$ cat config.mk
export PLATFORM = sky130hd
export DESIGN_NAME = binary_guess_game_ctrl
export DESIGN_NICKNAME = d
export VERILOG_FILES = /design/src/rtl/binary_guess_game_ctrl.sv
export SDC_FILE = /design/constraint.sdc
export NUM_CORES = 1
export LEC_CHECK = 0
export BUFFER_PORTS_ARGS = -buffer_cell sky130_fd_sc_hd__buf_2
export CORE_ASPECT_RATIO = 1.25
export CORE_MARGIN = 2
export CORE_UTILIZATION = 25
export CTS_BUF_LIST = sky130_fd_sc_hd__clkbuf_8 sky130_fd_sc_hd__clkbuf_16
export CTS_CLUSTER_SIZE = 28
export DETAILED_ROUTE_END_ITERATION = 10
export SLEW_MARGIN = 20
export SYNTH_ARGS = -nofsm -noshare
export SYNTH_HDL_FRONTEND = slang
export SYNTH_SLANG_ARGS = --single-unit
export TNS_END_PERCENT = 30
$ cat constraint.sdc
create_clock -name clk -period 2.2 [get_ports clk]
set_clock_uncertainty 0.05 [all_clocks]
set_input_delay 0.11 -clock clk [delete_from_list [all_inputs] [get_ports clk]]
set_output_delay 0.11 -clock clk [all_outputs]
set_load 0.01 [all_outputs]
$ cat src/rtl/binary_guess_game_ctrl.sv
// Binary-number guessing game controller: round timer, level tracking, LFSR target
// generator and guess comparator in one synchronous block.
module binary_guess_game_ctrl #(
  parameter int          NUM_W     = 4,
  parameter int          LEVEL_W   = 8,
  parameter int          TIME_W    = 5,
  parameter int          TICK_DIV  = 50_000_000,
  parameter int          BASE_TIME = 20,
  parameter int          TIME_STEP = 1,
  parameter int          MIN_TIME  = 5,
  parameter int          PENALTY   = 2,
  parameter logic [15:0] SEED      = 16'hACE1
) (
  input  logic               clk,
  input  logic               rst,
  input  logic               start,
  input  logic               guess,
  input  logic [NUM_W-1:0]   switch,
  output logic [NUM_W-1:0]   target,
  output logic [LEVEL_W-1:0] level,
  output logic [TIME_W-1:0]  timeleft,
  output logic [2:0]         state,
  output logic               win,
  output logic               lose
);

  localparam int RW = TIME_W + LEVEL_W;
  localparam int PW = $clog2(TICK_DIV);

  typedef enum logic [2:0] {
    IDLE = 3'd0,
    LOAD = 3'd1,
    PLAY = 3'd2,
    HIT  = 3'd3,
    OVER = 3'd4
  } state_t;

  state_t            cur_state;
  logic [15:0]       lfsr;
  logic [PW-1:0]     prescaler;
  logic              start_d;
  logic              guess_d;
  logic              start_e;
  logic              guess_e;
  logic              tick;
  logic              lfsr_fb;
  logic [NUM_W-1:0]  cand;
  logic [NUM_W-1:0]  next_target;
  logic [RW-1:0]     step_total;
  logic [RW-1:0]     round_wide;
  logic [TIME_W-1:0] round_time;
  logic [TIME_W-1:0] penalized;

  assign state   = cur_state;
  assign start_e = start & ~start_d;
  assign guess_e = guess & ~guess_d;
  assign tick    = (prescaler == PW'(TICK_DIV - 1));
  assign lfsr_fb = lfsr[15] ^ lfsr[13] ^ lfsr[12] ^ lfsr[10];

  // A fresh candidate equal to the current target is bumped by one so rounds never repeat.
  assign cand        = lfsr[NUM_W-1:0];
  assign next_target = (cand == target) ? cand + NUM_W'(1) : cand;

  always_comb begin
    step_total = RW'(level) * RW'(TIME_STEP);
    round_wide = RW'(MIN_TIME);
    if (step_total < RW'(BASE_TIME)) begin
      if ((RW'(BASE_TIME) - step_total) > RW'(MIN_TIME)) begin
        round_wide = RW'(BASE_TIME) - step_total;
      end
    end
    round_time = round_wide[TIME_W-1:0];
    penalized  = (timeleft > TIME_W'(PENALTY)) ? timeleft - TIME_W'(PENALTY) : '0;
  end

  always_ff @(posedge clk) begin
    if (rst) begin
      cur_state <= IDLE;
      level     <= '0;
      timeleft  <= '0;
      target    <= '0;
      win       <= 1'b0;
      lose      <= 1'b0;
      lfsr      <= SEED;
      prescaler <= '0;
      start_d   <= 1'b0;
      guess_d   <= 1'b0;
    end else begin
      lfsr    <= {lfsr[14:0], lfsr_fb};
      start_d <= start;
      guess_d <= guess;
      win     <= 1'b0;
      lose    <= 1'b0;
      case (cur_state)
        IDLE: begin
          if (start_e) begin
            level     <= '0;
            cur_state <= LOAD;
          end
        end
        LOAD: begin
          target    <= next_target;
          timeleft  <= round_time;
          prescaler <= '0;
          cur_state <= PLAY;
        end
        PLAY: begin
          prescaler <= tick ? '0 : prescaler + PW'(1);
          // A correct guess wins even when the clock has just run out; a wrong one eats the tick.
          if (guess_e && (switch == target)) begin
            win       <= 1'b1;
            cur_state <= HIT;
          end else if (timeleft == '0) begin
            lose      <= 1'b1;
            cur_state <= OVER;
          end else if (guess_e) begin
            timeleft <= penalized;
          end else if (tick) begin
            timeleft <= timeleft - TIME_W'(1);
          end
        end
        HIT: begin
          if (!(&level)) begin
            level <= level + LEVEL_W'(1);
          end
          cur_state <= LOAD;
        end
        OVER: begin
          if (start_e) begin
            level     <= '0;
            cur_state <= LOAD;
          end
        end
        default: cur_state <= IDLE;
      endcase
    end
  end

endmodule
==> out/metrics.cfg, run 1 <==
[worst_setup_path]
crit_fanout = 7
end_kind = register
worst-path-buf-inv = 1
crit_arrival_ns = 2.27
path_depth = 7
path_delay_family = compound AO/OA/AOI/OAI gates
path_cells = inv_1 > ha_1 > o31a_1 > o21ai_0 > nand3_1 > o32a_1 > a211oi_1
cp.required_ns = 2.40
start_kind = register
slowest_stage = dfxtp_2
critical_path_class = register to register
crit_path_max_incr_delay_ns = 0.39
reg2reg_depth = 7

[die]
die_w_um = 111
die_h_um = 137
rows = 48
core-area_um2 = 13900
die_area_um2 = 15200
initial_core_util_pct = 25.6
io_pins = 30

[placed_design]
hpwlAfterDp_mm = 6.07
pre_cts_slack_ns = 0.125
io_buffers = 29
routabilityCongestion = 0.820

[min_path]
hp-class = primary input to register
holdPathStages = 2

[timing]
hold_viol = 0
timing.final.ws_setup_ns = 0.136
hold_slack_ns = 0.218
tightest_slew_ns = 0.615
fmax_mhz = 485
slew_headroom_pct = 59.0
final.setup.tns_ns = 0
setup_viol_count_final = 0
fin_crit_ns = 2.06
fin_crit_sh_pct = 93.8
rsz0062_at_grt = false
drv_slew = 0

[clock_tree]
cts_setup_buffers = 0
cts_buffers = 9
clkTransAtPathRegs_ns = 0.06
clkSinkCount = 66
cts_tree = built
clk_latency_ns = 0.34
clockRootBuffer = clkbuf_16
htree_num_levels = 3
cts_buffer_depth = 2

[pwr]
ir_drop_uv = 441
total_power_w = 0.00318
leakagePower_nw = 1.51
p_per_area_nw_per_um2 = 743

[final_layout]
antenna_cells = 0
fin_util_pct = 30.8
layout-area-overhead-vs-synth_pct = 20.2
fin_nets = 455
drive_gt1_share_pct = 19.4

[logic_synthesis]
syn-num-nets = 424
ys_async_sr_fraction_pct = 0
synth.most_common_cell = dfxtp_1
yosysTopAreaCellShare_pct = 37.2
synth_ff_type = dfxtp_1
yosysWarnings = 0
yosysSeqAreaShare_pct = 37.2
synth_top_area_cell = dfxtp_1
synthDistinctLibCells = 62
syn_avg_cell_area_um2 = 8.74
synth-edff-count = 0
netlist_top_cells_count = dfxtp_1 (66), nand2_1 (32), nor2_1 (25)
synthCells = 407
syn_area_um2 = 3560
ys_seq_elements = 66
synth_area_leaders = dfxtp_1 (37%), xor2_1 (4.4%), nand2_1 (3.4%), a311oi_1 (3.2%), ha_1 (3.2%)

[global_route]
grt_overflow = 0
grt_pass1_vias = 3026
grt_antenna_before_repair = 0
grt_max_degree = 39
grt_pass1_wl_mm = 14.7
grtUsageTotal_pct = 11.9

[drt]
dr_wl_met3_um = 361
ant_nets = 0
vias = 3151
dr_wl_met2_mm = 4.35
drt_iter0_drc = 261
wire_per_inst_um = 14.1
m1WireLength_mm = 3.76
drc = 0
wirelength_mm = 8.69
top_layer = met4
viasPerCell = 5.10
first_pass_iters = 4

[outcome]
status = complete, no violations

[flow_run]
cap_violations = 0

## cells in the final DEF, fill, tap and decap left out, types with 5 or more instances in the layout
| cell type | instances |
|---|---|
| clkbuf_16 | 9 |
| dfxtp_1 | 64 |
| xor2_1 | 18 |
| nor2_1 | 25 |
| a311oi_1 | 13 |
| a41oi_1 | 9 |
| and3_1 | 6 |
| a31oi_1 | 8 |
| nand2_1 | 32 |
| o21ai_0 | 17 |
| buf_2 | 29 |
| xnor2_1 | 5 |
| nor2b_1 | 15 |
| a21oi_1 | 22 |
| nand3_1 | 9 |
| o211ai_1 | 8 |
| ha_1 | 9 |
| nor3_1 | 13 |
| nor3b_1 | 7 |
| nand4_1 | 5 |
| a211oi_1 | 11 |
| or2_2 | 8 |
| nand2b_1 | 5 |
| inv_1 | 9 |
| buf_4 | 14 |
## cell type report
| class | count | area (µm²) |
|---|---|---|
| sequential | 66 | 1320 |
| timing repair buffer | 46 | 290 |
| fill | 1437 | 9600 |
| inverter | 9 | 33.8 |
| clock inverter | 6 | 90.1 |
| multi-input combinational | 306 | 2080 |
| clock buffer | 10 | 239 |
| tap | 175 | 219 |
## path summary, 6_finish.rpt
check / start / endpoint / slack (ns)
setup / recovery: level[0] / timeleft[1] / 0.14
hold / removal: rst / level[0] / 0.22
setup reg to reg: level[0] / timeleft[1] / 0.14
hold reg to reg: lfsr[5] / lfsr[6] / 0.36
## metal layers
layer	GRT usage, %	vias up
met5	0	-
met4	6.25	0
met3	2.90	20
met2	20.9	77
met1	13.4	1482
li1	-	1572
## kinds of logic after synthesis
logic type | Yosys count | synth area share [%]
AND/OR/NAND/NOR | 158 | 25.9
AO/OA/AOI/OAI | 112 | 22.3
adder cells (fa/ha/maj) | 9 | 3.17
multiplexers | 4 | 1.13
buffers and inverters | 35 | 4.71
flip-flops | 66 | 37.2
XOR/XNOR | 23 | 5.66
## state kept, by name (all words and copies together) (netlist names)
signal and count:
lfsr 16, guess_d 1, win 1, lose 1, start_d 1, target 4
state 3, level 8, timeleft 5, prescaler 26
## metrics by stage
stage,cell area [µm²],cells
2_1_floorplan,3560,407
3_3_place_gp,3910,600
3_5_place_dp,3910,600
4_1_cts,4260,618
5_1_grt,4270,618
6_report,4270,618
## power breakdown
part	internal, W	switching, W	leakage (nW)
clock	0.00102	0.000543	0.147
combinational	0.000143	0.000195	0.825
sequential	0.00124	0.0000405	0.539
## what timing repair did
action,CTS,global route
hold buffers,2,0
hold endpoints to repair,2,0
gates resized for setup,0,4
setup endpoints to repair,0,8
Note: power is estimated with default switching activity, not from simulation.
==> run 2: changes to the inputs <==
==> constraint.sdc (replaced) <==
create_clock -name clk -period 1.8 [get_ports clk]
set_clock_uncertainty 0.05 [all_clocks]
set_input_delay 0.09 -clock clk [delete_from_list [all_inputs] [get_ports clk]]
set_output_delay 0.09 -clock clk [all_outputs]
set_load 0.01 [all_outputs]
==> run 2 against run 1 <==
  * The flow now finishes with violations (setup timing)
  * Clock-buffer cell count unchanged
  * Combinational power up 42%
  * Power up 25%
  * Global-route usage up 1.4 points
  * Design area up 15%
  * Worst hold slack worse by 0.079 ns
  * Clock power up 24%
  * Sequential share of layout area down 3.8 points
==> out/metrics.cfg, run 2 (same netlist as run 1, synthesis figures left out) <==
[die]
io_pins = 30  ; unchanged
die_area_um2 = 15200  ; unchanged
initial_core_util_pct = 25.6  ; unchanged
rows = 48  ; unchanged
die_w_um = 111  ; unchanged
core-area_um2 = 13900  ; unchanged
die_h_um = 137  ; unchanged

[global_route]
grt_pass1_wl_mm = 16.4  ; +12%
grt_overflow = 0  ; unchanged
grt_pass1_vias = 3435  ; +14%
grt_antenna_before_repair = 0  ; unchanged
grtUsageTotal_pct = 13.3  ; +1.4 points
grt_max_degree = 39  ; unchanged

[outcome]
violations = setup timing
status = finished with violations

[worst_setup_path]
end_kind = register
cp-startpoint = prescaler[7]
slowest_stage = o31a_1
critical_path_class = register to register
start_kind = register
crit_arrival_ns = 2.03  ; -0.24 ns
path_delay_family = compound AO/OA/AOI/OAI gates
cp.required_ns = 1.95  ; -0.45 ns
crit_fanout = 38  ; +31
worst-path-buf-inv = 1  ; unchanged
regToRegStartpoint = prescaler[7]
crit_path_max_incr_delay_ns = 0.38  ; about the same
path_cells = nor4bb_4 > nand4_1 > o31a_1 > buf_12 > a41oi_1 > a211oi_1

[final_layout]
antenna_cells = 0  ; unchanged
largest_reg_flops = 26  ; unchanged
fin_util_pct = 35.4  ; +4.6 points
largest_register = prescaler
final_cell_area_um2 = 4910  ; +15%
drive_gt1_share_pct = 34.4  ; +15 points
layout-area-overhead-vs-synth_pct = 38.1
reg.largest.list = prescaler: 26 flops, lfsr: 16 flops, level: 8 flops
final_common_cell = buf_4
layout_common_cells = buf_4 (76), dfxtp_1 (58), nand2_1 (32)
fin_nets = 518  ; +14%

[placed_design]
io_buffers = 29  ; unchanged
pre_cts_slack_ns = -0.0606  ; -0.185 ns
routabilityCongestion = 0.823  ; +0.37%
dpl-instance-area_um2 = 4440  ; +14%
hpwlAfterDp_mm = 6.99  ; +15%

[flow_run]
cap_violations = 0  ; unchanged

[timing]
timing.final.ws_setup_ns = -0.0847  ; -0.221 ns
fin_crit_sh_pct = 105  ; +11 points
drv_slew = 0  ; unchanged
rsz0062_at_grt = true
setup_viol_count_final = 22  ; +22
fmax_mhz = 531  ; +9.5%
tightest_slew_ns = 0.535  ; -0.0795 ns
slew_headroom_pct = 64.0  ; +5.0 points
hold_viol = 0  ; unchanged
fin_crit_ns = 1.88  ; -0.179 ns

[drt]
wire_per_inst_um = 14.4  ; +2.1%
first_pass_iters = 4  ; unchanged
drc = 0  ; unchanged
drt_iter0_drc = 202  ; -23%
vias = 3422  ; +8.6%
ant_nets = 0  ; unchanged
wirelength_mm = 9.78  ; +12%
viasPerCell = 5.02  ; -1.4%

[clock_tree]
cts_setup_buffers = 0  ; unchanged
cts_buffers = 9  ; unchanged
cts_buffer_depth = 2  ; unchanged
clkSinkCount = 66  ; unchanged
cts_tree = built
htree_num_levels = 3  ; unchanged
clkTransAtPathRegs_ns = 0.06  ; about the same
clk_latency_ns = 0.34  ; about the same
clockRootBuffer = clkbuf_16

[min_path]
min-delay-start = rst
hp-class = primary input to register

[pwr]
p_per_area_nw_per_um2 = 808  ; +8.7%
leakagePower_nw = 1.88  ; +24%
total_power_w = 0.00397  ; +25%
ir_drop_uv = 431  ; -2.2%

run 2: cell count changes in the layout (fill, tap and decap cells not counted), moves of 2 or more:
cell,previous run,this run
a41oi_1,9,2
a41oi_2,1,7
buf_4,14,76
clkinv_4,0,2
clkinvlp_4,4,1
dfxtp_1,64,58
dfxtp_2,2,7
ha_1,9,7
inv_1,9,7
inv_2,0,2
run 2: what timing repair did:
action,4_1_cts,5_1_grt
hold buffers,2,0
resized for setup,8,15
pin swaps,4,4
endpoints found under the setup margin,17,33
hold endpoints to repair,2,0
run 2: layout make-up:
class                   instances  area, µm²
inverters                       9       33.8
repair buffers                109        776
well taps                     175        219
clock buffers                  10        239
clock inverters                 6       90.1
multi-input cells             306       2220
flip-flops and latches         66       1330
fillers                      1400       8960
run 2: power breakdown:
group          leakage, nW  total (W)  switching (W)  internal, W
sequential           0.542    0.00155      0.0000438      0.00151
combinational         1.18   0.000481       0.000260     0.000221
clock                0.159    0.00194       0.000683      0.00125
total                 1.88    0.00397       0.000987      0.00298
run 2: stage by stage:
stage	hold WS (ns)	std cells	TNS, ns
after floorplan	0.168	407	0
after global placement	0.275	663	-0.0910
after detailed placement	0.285	663	-0.510
after CTS	0.133	681	-0.287
after global routing	0.163	681	-3.37
final	0.139	681	-1.05
run 2: path summary, 6_finish.rpt:
kind | endpoint | slack [ns] | cells past startpoint
max | prescaler[19] | -0.08 | 6
min | level[0] | 0.14 | 2
max reg2reg | prescaler[19] | -0.08 | 6
min reg2reg | lfsr[7] | 0.36 | 1
run 2: metal layers:
| layer | vias to the layer above | track usage (%) | part of all wire (%) |
|---|---|---|---|
| met5 | - | 0 | 0 |
| met4 | 0 | 6.32 | 2.7 |
| met3 | 20 | 3.04 | 3.8 |
| met2 | 75 | 23.8 | 51 |
| met1 | 1629 | 15.1 | 42 |
| li1 | 1698 | - | - |
